### src/rtl/cpu_types_pkg.sv
// Shared CPU types: machine word, instruction-cache address split, frame layout and FSM state.
package cpu_types_pkg;

    typedef logic [31:0] word_t;

    localparam int ICACHE_SETS  = 16;
    localparam int ICACHE_IDX_W = $clog2(ICACHE_SETS);
    localparam int ICACHE_TAG_W = 30 - ICACHE_IDX_W;

    typedef struct packed {
        logic [ICACHE_TAG_W-1:0] tag;
        logic [ICACHE_IDX_W-1:0] idx;
        logic [1:0]              bytoff;
    } icachef_t;

    typedef struct packed {
        logic                    valid;
        logic [ICACHE_TAG_W-1:0] tag;
        word_t                   data;
    } icache_frame_t;

    typedef enum logic [0:0] {
        IDLE = 1'b0,
        MISS = 1'b1
    } icache_state_t;

endpackage

### src/rtl/icache.sv
// Direct-mapped read-only instruction cache: same-cycle hits, single-word fill on a miss.
module icache
    import cpu_types_pkg::*;
#(
    parameter int SETS = 16
) (
    input  logic        CLK,
    input  logic        nRST,
    input  logic        imemREN,
    input  logic [31:0] imemaddr,
    output logic        ihit,
    output logic [31:0] imemload,
    output logic        iREN,
    output logic [31:0] iaddr,
    input  logic        iwait,
    input  logic [31:0] iload
);

    localparam int IDX_W = $clog2(SETS);
    localparam int TAG_W = 30 - IDX_W;

    icache_state_t     r_state;
    logic [29:0]       r_miss_word;
    logic              r_valid [SETS];
    logic [TAG_W-1:0]  r_tag   [SETS];
    word_t             r_data  [SETS];

    logic [TAG_W-1:0]  w_tag;
    logic [IDX_W-1:0]  w_idx;
    logic [TAG_W-1:0]  w_fill_tag;
    logic [IDX_W-1:0]  w_fill_idx;
    logic              w_hit;
    logic              w_fill;
    logic              w_unused_bytoff;

    assign w_tag           = imemaddr[31:IDX_W+2];
    assign w_idx           = imemaddr[IDX_W+1:2];
    assign w_unused_bytoff = ^imemaddr[1:0];

    // The miss address is held as a word address; the fill target comes only from it,
    // so the datapath may change imemaddr freely while the fill is outstanding.
    assign w_fill_tag = r_miss_word[29:IDX_W];
    assign w_fill_idx = r_miss_word[IDX_W-1:0];

    assign w_hit  = (r_state == IDLE) && imemREN && r_valid[w_idx] && (r_tag[w_idx] == w_tag);
    assign w_fill = (r_state == MISS) && !iwait;

    assign ihit     = w_hit;
    assign imemload = w_hit ? r_data[w_idx] : 32'h0;
    assign iREN     = (r_state == MISS);
    assign iaddr    = iREN ? {r_miss_word, 2'b00} : 32'h0;

    always_ff @(posedge CLK, negedge nRST) begin
        if (!nRST) begin
            r_state     <= IDLE;
            r_miss_word <= '0;
        end else begin
            case (r_state)
                IDLE: begin
                    if (imemREN && !w_hit) begin
                        r_miss_word <= imemaddr[31:2];
                        r_state     <= MISS;
                    end
                end
                MISS: begin
                    if (!iwait) begin
                        r_state <= IDLE;
                    end
                end
                default: r_state <= IDLE;
            endcase
        end
    end

    // A fill always overwrites its frame; there is no dirty state to preserve.
    always_ff @(posedge CLK, negedge nRST) begin
        if (!nRST) begin
            for (int i = 0; i < SETS; i++) begin
                r_valid[i] <= 1'b0;
                r_tag[i]   <= '0;
                r_data[i]  <= '0;
            end
        end else if (w_fill) begin
            r_valid[w_fill_idx] <= 1'b1;
            r_tag[w_fill_idx]   <= w_fill_tag;
            r_data[w_fill_idx]  <= iload;
        end
    end

endmodule

### config.mk
export PLATFORM = sky130hd
export DESIGN_NAME = icache
export DESIGN_NICKNAME = d
export VERILOG_FILES = /design/src/rtl/cpu_types_pkg.sv /design/src/rtl/icache.sv
export SDC_FILE = /design/constraint.sdc
export NUM_CORES = 1
export LEC_CHECK = 0
export BUFFER_PORTS_ARGS = -buffer_cell sky130_fd_sc_hd__buf_2
export CAP_MARGIN = 0
export CORE_ASPECT_RATIO = 1.5
export CORE_UTILIZATION = 45
export DETAILED_ROUTE_END_ITERATION = 6
export GPL_ROUTABILITY_DRIVEN = 1
export HOLD_SLACK_MARGIN = 0.06
export REMOVE_ABC_BUFFERS = 1
export SETUP_SLACK_MARGIN = 0.2
export SLEW_MARGIN = 0
export SYNTH_ARGS = -nofsm -noshare
export SYNTH_HDL_FRONTEND = slang
export SYNTH_SLANG_ARGS = --single-unit
### constraint.sdc
create_clock -name CLK -period 7.6 [get_ports CLK]
set_input_delay 0.76 -clock CLK [delete_from_list [all_inputs] [get_ports CLK]]
set_output_delay 0.76 -clock CLK [all_outputs]
set_load 0.01 [all_outputs]
==> qor.yml <==
setup_path:
  path_max_fanout: 39
  cp.required_ns: 6.84
  critPathArrivalTime_ns: 4.71
  regToRegSetupSlack_ns: 3.69
  crit_start: "imemaddr[2]"
  critical_path.max_stage_delay_ns: 0.72
  worstPathCellList: "buf_8 -> buf_12 -> buf_4 -> mux4_2 -> nor2b_1 -> nor4_1 -> nor4_1 -> nand4_4 -> buf_4 -> and2b_1 -> buf_2"
  endpoint_kind: "output port"
  r2r-end: "r_data[89]$_DFFE_PN0P_"
  r2r-start: "r_miss_word[0]$_DFFE_PN0P_"
  critPathKind: "in2out"
  startpoint_type: "input port"
  crit_path_top_delay_cell: "buf_4"
  reg2reg_depth: 4
clock_network:
  cts_setup_buffers: 0
  clkSinkCount: 975
  cts_buffers: 94
  clk_latency_ns: 0.68
  htreeDepth: 3
  cts_max_path_buffers: 3
  clk_pin_slew_ns: 0.06
  cts-resized-gates: 0
  cts_root_buffer: "clkbuf_16"
  cts_hold_buf: 0
  cts_tree: "yes"
floorplan:
  die_w_um: 259
  io_pins: 134
  die-area_um2: 101000
  rows: 141
  start_util_pct: 45.4
  fp.coreArea_um2: 98400
  die_y_um: 388
timing:
  setup_tns_ns: 0
  drv_slew: 0
  max_freq_mhz: 183
  rsz0062_at_grt: "no"
  setup_viol_count_final: 0
  fin_worst_skew_ns: 0.0129
  tightest_slew_ns: 1.13
  period_share_pct: 71.9
  slew_headroom_pct: 24.8
  hold_viol_final: 0
  finalWorstSetupSlack_ns: 2.13
  period_needed_ns: 5.47
layout:
  area.growth.synth_to_final_pct: 10.7
  fill_cells: 8225
  layout.nets: 2834
  final_common_cell: "dfrtp_1"
  layout_common_cells: "dfrtp_1, mux2_2, mux4_2"
  layout-drive-gt1-share_pct: 56.2
yosys:
  netlist_area_um2: 44700
  synth_top_flop_cell: "dfrtp_1"
  ys_seq_area_share_pct: 54.6
  ys_ff_latch: 975
  synth_edf_count: 0
  ys_async_sr_fraction_pct: 100
  synth.largest_area_cell: "dfrtp_1"
  synth_cell_types: 59
  synth_top_area_share_pct: 54.6
  synthCells: 2730
  synthTopCellsByArea: "dfrtp_1, mux2_2, mux4_2"
  synth_warnings: 0
  post_synth.cell_area_avg_um2: 16.4
place:
  dp_slack_ns: 2.02
  dp_hpwl_um: 62600
  port_buffers: 129
  gp_congestion: 0.745
power_and_ir_drop:
  powerDensity_nw_per_um2: 354
  ir_drop_uv: 177
  p_leak_nw: 22.5
routing:
  drt_wl_total_um: 113000
  first_pass_iters: 5
  wl_per_cell_um: 27.3
  ant_nets: 0
  viasPerCell: 5.90
  drc_errors: 0
  vias: 24400
  drt-initial-drc-count: 1242
global_routing:
  met3_usage_pct: 3.29
  grt_first_pass_wirelength_um: 174000
  overflow: 0
  top_usage_layer: "met2"
  grt.total_usage_pct: 23.2
  met2_usage_pct: 40.2
  first_global_vias: 27600
  grt_start_max_net_pins: 174
  grt_use_met1_pct: 30.2
  grt_antenna_before_repair: 10
outcome:
  status: "finished, final reports clean"
worst_hold_path:
  hp-class: "in2async"
job:
  max-cap-violations: 0
==> synthesized netlist by cell type, types with 4 or more instances <==
cell        n
o21ai_0     5
nor4_1      5
nand2_1    19
buf_6      10
mux4_1      8
nor2b_1    11
a21oi_1     4
buf_12      6
mux2_4     29
dfrtp_1   975
mux2_2    930
buf_1      68
nand2b_1   17
a211oi_1    5
or2_2       7
buf_4       6
clkbuf_1  117
o22ai_1     9
and2_1     31
nor2b_4    19
buf_2      32
nor2_1     10
nor3_1      9
mux2i_1    54
nor2b_2    10
inv_1       5
nand4_1     9
mux4_2    255
xnor2_1    21
==> layout make-up <==
type                       count  area (um2)  area share [%]
multi-input combinational   1509       19200            38.8
sequential                   975       24400            49.3
tap                         1287        1610            3.26
antenna                        5        12.5          0.0253
clock buffer                 142        2800            5.66
clock inverter                25         278           0.562
timing repair buffer         180        1130            2.28
inverter                       6        25.0          0.0506
==> layer usage <==
metal | vias up | part of all wire (%)
met1 | 13500 | 42
met4 | 14 | 2.3
met5 | - | 0.071
li1 | 10200 | -
met3 | 163 | 3.7
met2 | 454 | 52
==> per-stage QoR <==
step / cells / cell area, um2 / total power [mW] / util [%] / hold WS (ns)
3_5_place_dp: 3957 / 46400 / 12.9 / 47.1 / 0.450
6_report: 4129 / 49500 / 17.5 / 50.2 / 0.0634
3_3_place_gp: 3957 / 46400 / 12.5 / 47.1 / 0.443
2_1_floorplan: 2490 / 43500 / 11.5 / - / 0.429
5_1_grt: 4126 / 49400 / 18.4 / 50.2 / 0.110
4_1_cts: 4124 / 49400 / 17.7 / 50.2 / 0.0635
==> power breakdown <==
group	switching, mW	leakage (nW)	internal, mW	total, mW
Clock	1.98	1.52	2.71	4.69
Sequential	1.20	12.5	7.36	8.55
Combinational	1.43	8.47	2.82	4.25
==> worst max-delay path: cells and delay by family <==
kind | cells | cell delay [ns]
buffers and inverters | 5 | 1.93
and+or+nand+nor | 5 | 1.28
muxes | 1 | 0.55
==> kinds of logic after synthesis <==
family,share of synthesized area [%]
multiplexers,39.0
flip-flops,54.6
buffers and inverters,2.64
AND/OR/NAND/NOR,2.58
AO/OA/AOI/OAI,0.706
XOR/XNOR,0.471
other,0.00840
==> worst max-delay path by stage <==
stage                                    endpoint  slack (ns)  cells after the start
after CTS                             imemload[1]        2.01                     12
after global placement                imemload[1]        2.02                     12
after detailed placement              imemload[1]        2.02                     12
after global routing                  imemload[1]        1.88                     12
final                                 imemload[1]        2.13                     11
after floorplan           r_data[100]$_DFFE_PN0P_        0.24                      3
==> state kept, by name, summed over array words and instances (netlist names) <==
register     count
r_valid         16
r_tag          416
iREN             1
r_data         512
r_miss_word     30
(Power assumes the default switching activity.)
